<file path="src/rtl/grant_tenure_monitor_pkg.sv">
// Shared types and constants for the grant tenure monitor.
package grant_tenure_monitor_pkg;

    localparam int unsigned NUM_AGENTS = 4;
    localparam int unsigned AGENT_W    = 2;
    localparam int unsigned TENURE_W   = 8;
    localparam int unsigned STAT_W     = 16;

    typedef enum logic [1:0] {
        MON_IDLE  = 2'd0,
        MON_HELD  = 2'd1,
        MON_DRAIN = 2'd2
    } mon_state_e;

    // Index of the lowest set bit; only meaningful for a one-hot vector.
    function automatic logic [AGENT_W-1:0] agent_index(input logic [NUM_AGENTS-1:0] v);
        logic [AGENT_W-1:0] idx;
        idx = '0;
        for (int i = NUM_AGENTS - 1; i >= 0; i--) begin
            if (v[i]) begin
                idx = AGENT_W'(i);
            end
        end
        return idx;
    endfunction

endpackage

</file>
<file path="src/rtl/grant_tenure_monitor_cooldown_ctr.sv">
// Per-agent cooldown counter: load arms the mask, which drops as the count hits zero.
module cooldown_ctr #(
    parameter int unsigned COOLDOWN = 8
) (
    input  logic clock,
    input  logic reset,
    input  logic load,
    output logic blk
);

    localparam int unsigned CNT_W = 8;

    logic [CNT_W-1:0] cnt_q, cnt_d;
    logic             blk_q, blk_d;

    // A reload while already counting restarts the full cooldown.
    always_comb begin
        cnt_d = cnt_q;
        blk_d = blk_q;
        if (load) begin
            cnt_d = CNT_W'(COOLDOWN);
            blk_d = 1'b1;
        end else if (cnt_q != '0) begin
            cnt_d = cnt_q - CNT_W'(1);
            if (cnt_q == CNT_W'(1)) begin
                blk_d = 1'b0;
            end
        end
    end

    always_ff @(posedge clock) begin
        if (reset) begin
            cnt_q <= '0;
            blk_q <= 1'b0;
        end else begin
            cnt_q <= cnt_d;
            blk_q <= blk_d;
        end
    end

    assign blk = blk_q;

endmodule

</file>
<file path="src/rtl/grant_tenure_monitor.sv">
// Watches arbiter grants, times out agents holding a grant too long and masks them for a cooldown.
// Optional per-agent grant statistics are built when GNT_STATS_EN is defined.
module grant_tenure_monitor
    import grant_tenure_monitor_pkg::*;
#(
    parameter int unsigned MAX_TENURE = 16,
    parameter int unsigned COOLDOWN   = 8
) (
    input  logic              clock,
    input  logic              reset,
    input  logic              gnt_0,
    input  logic              gnt_1,
    input  logic              gnt_2,
    input  logic              gnt_3,
    input  logic              req_in_0,
    input  logic              req_in_1,
    input  logic              req_in_2,
    input  logic              req_in_3,
    input  logic              clr_err,
    output logic              req_out_0,
    output logic              req_out_1,
    output logic              req_out_2,
    output logic              req_out_3,
    output logic              timeout,
    output logic [AGENT_W-1:0] timeout_id,
    output logic              multi_gnt_err
`ifdef GNT_STATS_EN
    ,
    output logic [STAT_W-1:0] grant_cnt_0,
    output logic [STAT_W-1:0] grant_cnt_1,
    output logic [STAT_W-1:0] grant_cnt_2,
    output logic [STAT_W-1:0] grant_cnt_3
`endif
);

    logic [NUM_AGENTS-1:0] gnt;
    logic [NUM_AGENTS-1:0] blk;
    logic [NUM_AGENTS-1:0] load_c;
    logic                  multi_c;
    logic                  single_c;
    logic [AGENT_W-1:0]    gnt_idx_c;

    mon_state_e            state_q, state_d;
    logic [TENURE_W-1:0]   tenure_q, tenure_d;
    logic [AGENT_W-1:0]    cur_id_q, cur_id_d;
    logic                  timeout_q, timeout_d;
    logic [AGENT_W-1:0]    timeout_id_q, timeout_id_d;
    logic                  err_q, err_d;

    assign gnt       = {gnt_3, gnt_2, gnt_1, gnt_0};
    assign multi_c   = (gnt & (gnt - NUM_AGENTS'(1))) != '0;
    assign single_c  = (gnt != '0) && !multi_c;
    assign gnt_idx_c = agent_index(gnt);

    // Next-state and tenure tracking; an overlap of grants overrides everything else.
    always_comb begin
        state_d      = state_q;
        tenure_d     = tenure_q;
        cur_id_d     = cur_id_q;
        timeout_d    = 1'b0;
        timeout_id_d = timeout_id_q;
        load_c       = '0;
        err_d        = multi_c | (err_q & ~clr_err);

        if (multi_c) begin
            state_d  = MON_IDLE;
            tenure_d = '0;
        end else begin
            unique case (state_q)
                MON_IDLE: begin
                    if (single_c) begin
                        state_d  = MON_HELD;
                        cur_id_d = gnt_idx_c;
                        tenure_d = TENURE_W'(1);
                    end
                end
                MON_HELD: begin
                    if (!single_c) begin
                        state_d  = MON_IDLE;
                        tenure_d = '0;
                    end else if (gnt_idx_c != cur_id_q) begin
                        cur_id_d = gnt_idx_c;
                        tenure_d = TENURE_W'(1);
                    end else if (tenure_q == TENURE_W'(MAX_TENURE)) begin
                        timeout_d         = 1'b1;
                        timeout_id_d      = cur_id_q;
                        load_c[cur_id_q]  = 1'b1;
                        state_d           = MON_DRAIN;
                    end else begin
                        tenure_d = tenure_q + TENURE_W'(1);
                    end
                end
                MON_DRAIN: begin
                    if (!gnt[cur_id_q]) begin
                        state_d  = MON_IDLE;
                        tenure_d = '0;
                    end
                end
                default: begin
                    state_d  = MON_IDLE;
                    tenure_d = '0;
                end
            endcase
        end
    end

    always_ff @(posedge clock) begin
        if (reset) begin
            state_q      <= MON_IDLE;
            tenure_q     <= '0;
            cur_id_q     <= '0;
            timeout_q    <= 1'b0;
            timeout_id_q <= '0;
            err_q        <= 1'b0;
        end else begin
            state_q      <= state_d;
            tenure_q     <= tenure_d;
            cur_id_q     <= cur_id_d;
            timeout_q    <= timeout_d;
            timeout_id_q <= timeout_id_d;
            err_q        <= err_d;
        end
    end

    for (genvar g = 0; g < NUM_AGENTS; g++) begin : g_cool
        cooldown_ctr #(
            .COOLDOWN (COOLDOWN)
        ) u_cool (
            .clock (clock),
            .reset (reset),
            .load  (load_c[g]),
            .blk   (blk[g])
        );
    end

    assign req_out_0     = req_in_0 & ~blk[0];
    assign req_out_1     = req_in_1 & ~blk[1];
    assign req_out_2     = req_in_2 & ~blk[2];
    assign req_out_3     = req_in_3 & ~blk[3];
    assign timeout       = timeout_q;
    assign timeout_id    = timeout_id_q;
    assign multi_gnt_err = err_q;

`ifdef GNT_STATS_EN
    logic [NUM_AGENTS-1:0] gnt_prev_q, gnt_prev_d;
    logic [STAT_W-1:0]     grant_cnt_q [NUM_AGENTS];
    logic [STAT_W-1:0]     grant_cnt_d [NUM_AGENTS];

    // Count grant rising edges, saturating; clr_err wipes the counts.
    always_comb begin
        gnt_prev_d = gnt;
        for (int i = 0; i < NUM_AGENTS; i++) begin
            grant_cnt_d[i] = grant_cnt_q[i];
            if (clr_err) begin
                grant_cnt_d[i] = '0;
            end else if (gnt[i] && !gnt_prev_q[i] && (grant_cnt_q[i] != {STAT_W{1'b1}})) begin
                grant_cnt_d[i] = grant_cnt_q[i] + STAT_W'(1);
            end
        end
    end

    always_ff @(posedge clock) begin
        if (reset) begin
            gnt_prev_q <= '0;
            for (int i = 0; i < NUM_AGENTS; i++) begin
                grant_cnt_q[i] <= '0;
            end
        end else begin
            gnt_prev_q <= gnt_prev_d;
            for (int i = 0; i < NUM_AGENTS; i++) begin
                grant_cnt_q[i] <= grant_cnt_d[i];
            end
        end
    end

    assign grant_cnt_0 = grant_cnt_q[0];
    assign grant_cnt_1 = grant_cnt_q[1];
    assign grant_cnt_2 = grant_cnt_q[2];
    assign grant_cnt_3 = grant_cnt_q[3];
`endif

endmodule
</file>
<file path="config.mk">
export PLATFORM = sky130hd
export DESIGN_NAME = grant_tenure_monitor
export DESIGN_NICKNAME = d
export VERILOG_FILES = /design/src/rtl/grant_tenure_monitor_pkg.sv /design/src/rtl/grant_tenure_monitor_cooldown_ctr.sv /design/src/rtl/grant_tenure_monitor.sv
export SDC_FILE = /design/constraint.sdc
export NUM_CORES = 1
export LEC_CHECK = 0
export ABC_CLOCK_PERIOD_IN_PS = 2200
export CORE_MARGIN = 3
export CORE_UTILIZATION = 60
export DETAILED_ROUTE_END_ITERATION = 7
export DONT_BUFFER_PORTS = 1
export PLACE_DENSITY = 0.74
export SLEW_MARGIN = 0
export SYNTH_ARGS = -nofsm -noshare
export SYNTH_HDL_FRONTEND = slang
export SYNTH_SLANG_ARGS = --single-unit
</file>
<file path="constraint.sdc">
create_clock -name clock -period 2.2 [get_ports clock]
set_input_delay 0.33 -clock clock [delete_from_list [all_inputs] [get_ports clock]]
set_output_delay 0.33 -clock clock [all_outputs]
set_load 0.01 [all_outputs]
</file>
==> results.cfg <==
[cells_and_area]
regArea_sq_um = 1041
diodes = 0
finish.net_count = 342
final_layout_size_suffix_gt1_share_pct = 9.006
areaGrowthSynthToFinish_pct = 4.906
layout.cell_area.non_filler_sq_um = 2917
multi_input_area_sq_um = 1629
num-fill-cells = 396

[yosys]
synth.top_cells.by_area = dfxtp_1, nor2_1, ha_1
synthDominantCellAreaShare_pct = 37.44
post_synth_xor_area_fraction_pct = 5.041
postSynthRegisterBits = 52
synth_area_leader_cell = dfxtp_1
yosys_warnings = 0
edff_count_synth = 0
syn-mean-instance-area_sq_um = 8.715
synth_compound_area_share_pct = 15.12
postSynth.topFlopCell = dfxtp_1
yosysSeqAreaShare_pct = 37.44
post_synth_num_cell_types = 61
synthesis.instances = 319
syn_area_sq_um = 2780
fraction_of_synthesis_flops_using_an_asynchronous_set_or_reset_pin_pct = 0
yosys.area_share.simple_pct = 29.93
synth_mux_area_share_pct = 3.645
syn_nets = 340
yosys.area_share.adder_pct = 4.860
combinational_family_with_the_most_area_after_synthesis = simple AND/OR/NAND/NOR gates

[route]
route.detailed.drc = 0
ant_nets = 0
number_of_iterations_in_the_first_detailed_routing_pass = 4
detailroute.via_count = 2249
post_drt_via_cell_ratio = 6.013
finalWirelength_mm = 5.109
wl_per_cell_um = 13.66
drt_iter0_drc = 37

[floorplan]
start_util_pct = 62.98
boundaryPins = 19
fp-row-count = 24
dieArea_sq_um = 5486
die_height_um = 74.07
die_x_um = 74.07
placeableCoreArea_sq_um = 4414

[sta]
fmaxAchievable_mhz = 512.8
timing_worst_slew_pin_value_ps = 504.6
finalHoldViolCount = 0
slew_headroom_pct = 66.05
finalSetupViolCount = 0
timing.final.crit_share_pct = 88.63
grt_setup_unrepaired = false
setup-tns-final_ps = 0
setup_skew_after_layout_ps = 15.58
final_max_slew_viol_count = 0
post-route-min-period_ps = 1950

[cts]
clk_root_buffer_cell = clkbuf_8
tritoncts = done
postCtsSetupRepairBufs = 0
tritoncts_buffer_count = 5
clk_pin_slew_worst_paths_ps = 110
clk-insertion-delay-late_ps = 320
cts_resized = 0
clock_sink_count = 52
cts_hold_bufs = 0
cts_max_level = 2
cts_buffer_depth = 2

[grt]
grt_overflow_total = 0
track_usage_pct = 20.52
grt_first_pass_wirelength_mm = 8.963
first_global_vias = 2071
grt_max_degree = 19
antenna_found_initial = 0

[power_and_ir_drop]
leakage_nw = 1.109
peak_vdd_ir_v = 0.0006202
cellPowerDensity_nw_per_um2 = 1116
design_power_total_w = 0.003255

[worst_setup_path]
crit_path_end_kind = register
cp_data_arrival_time_ps = 2170
setup.worst_path.class = register to register
worst_path_max_delay_cell = or4_1
crit_path_max_fanout = 5
timing.critical_path.max_delay_family = simple AND/OR/NAND/NOR gates
worstSetupStartpointType = register
cp_num_cells = 6
critical_path.n_buffers_inverters = 0
ff2ff_path_depth = 6
cp_slowest_stage_delay_ps = 600
worstPathCellList = nor4bb_1 -> a211oi_1 -> o21a_1 -> or4_1 -> nand2_1 -> nor2_1
cp_data_required_time_ps = 2420

[placement]
port_buffers = 0
post_dp_cell_area_sq_um = 2821
detailedPlacementHpwl_mm = 3.831
gpl.final_weighted_congestion = 0.8317

[flow_run]
max_cap_violations = 0

[min_path]
hold_path.class = input pin to register
worstHoldPathCells = 1

[outcome]
run_status = complete, no violations
stage by stage:
step                      utilization, %  hold WS (ps)  setup slack, ps  std cells
after global placement             63.92         401.2            217.5        366
final                              66.07         58.73            250.1        374
after detailed placement           63.92         403.2            203.4        366
after floorplan                        -         399.4            266.1        319
after global routing               66.07         37.79            63.86        374
after CTS                          66.07         54.19            235.5        374
placed cells by master (no fill, tap or decap), types with 3 or more instances in the layout:
cell type / netlist / routed
a31oi_2: 3 / 3
nor2b_1: 10 / 10
xnor2_1: 13 / 13
a211oi_1: 5 / 5
a31oi_1: 4 / 4
nand3_1: 11 / 11
nand2b_1: 6 / 6
or3_1: 4 / 4
dfxtp_1: 52 / 52
nor4_1: 9 / 9
nor3_1: 13 / 13
a21oi_1: 16 / 16
mux2i_1: 9 / 9
o21ai_0: 5 / 5
xor2_1: 3 / 3
clkbuf_8: 0 / 5
nand4_1: 4 / 4
nor4b_1: 3 / 3
ha_1: 10 / 10
nor3b_1: 4 / 4
and3_1: 3 / 3
or4_1: 3 / 3
nand2_1: 18 / 18
inv_1: 14 / 14
buf_4: 3 / 4
o22ai_1: 3 / 3
nor2_1: 43 / 43
o31ai_1: 4 / 4
registers in the layout, indices dropped and copies added (netlist names):
register and flops:
multi_gnt_err 1, g_cool.u_cool.cnt_q 32, timeout_id 2, state_q 2, cur_id_q 2, g_cool.u_cool.blk 4, tenure_q 8, timeout 1
cell families after synthesis:
kind of cell	Yosys count
compound gates	58
flops	52
simple gates	148
fa+ha+maj	11
mux	10
xor+xnor	16
buf+inv	24
synth_stat cells, drive strengths merged (5+ instances only):
| cell type | instances |
|---|---|
| dfxtp | 52 |
| nand3 | 11 |
| nor2b | 10 |
| mux2i | 9 |
| o21ai | 6 |
| inv | 14 |
| nor3 | 13 |
| a21oi | 16 |
| xnor2 | 13 |
| ha | 10 |
| nand2 | 20 |
| a211oi | 5 |
| buf | 5 |
| nor2 | 43 |
| nand2b | 6 |
| nor4 | 11 |
| a31oi | 7 |
per-layer routing:
layer	vias up	global-route usage [%]	share of wire, %
met4	0	6.237	1.2
li1	1151	-	-
met5	-	0	0
met1	1061	25.43	47
met3	5	5.676	4.3
met2	32	34.65	48
power by group:
group | switching, W | leakage [nW] | internal (W) | total [W]
combinational | 0.000678 | 0.641 | 0.000613 | 0.00129
clock | 0.000338 | 0.0423 | 0.000232 | 0.000570
sequential | 0.000245 | 0.425 | 0.00115 | 0.00139
total | 0.00126 | 1.11 | 0.00199 | 0.00326
final cells by class:
class	count	area share [%]
clock inverters	3	0.9009
well taps	52	2.231
flip-flops and latches	52	35.69
inverters	15	1.931
repair buffers	4	1.030
multi-input cells	243	55.86
clock buffers	5	2.360
path summary, 6_finish.rpt:
path,start,end,slack (ps)
setup reg to reg,cur_id_q[1]$_SDFFE_PP0P_,g_cool[3].u_cool.cnt_q[6]$_SDFFE_PP0P_,250
hold / removal,reset,multi_gnt_err$_SDFF_PP0_,60
hold reg to reg,g_cool[0].u_cool.blk$_SDFFE_PP0P_,g_cool[0].u_cool.blk$_SDFFE_PP0P_,470
setup / recovery,cur_id_q[1]$_SDFFE_PP0P_,g_cool[3].u_cool.cnt_q[6]$_SDFFE_PP0P_,250
Power figures use the tool's default switching activity.
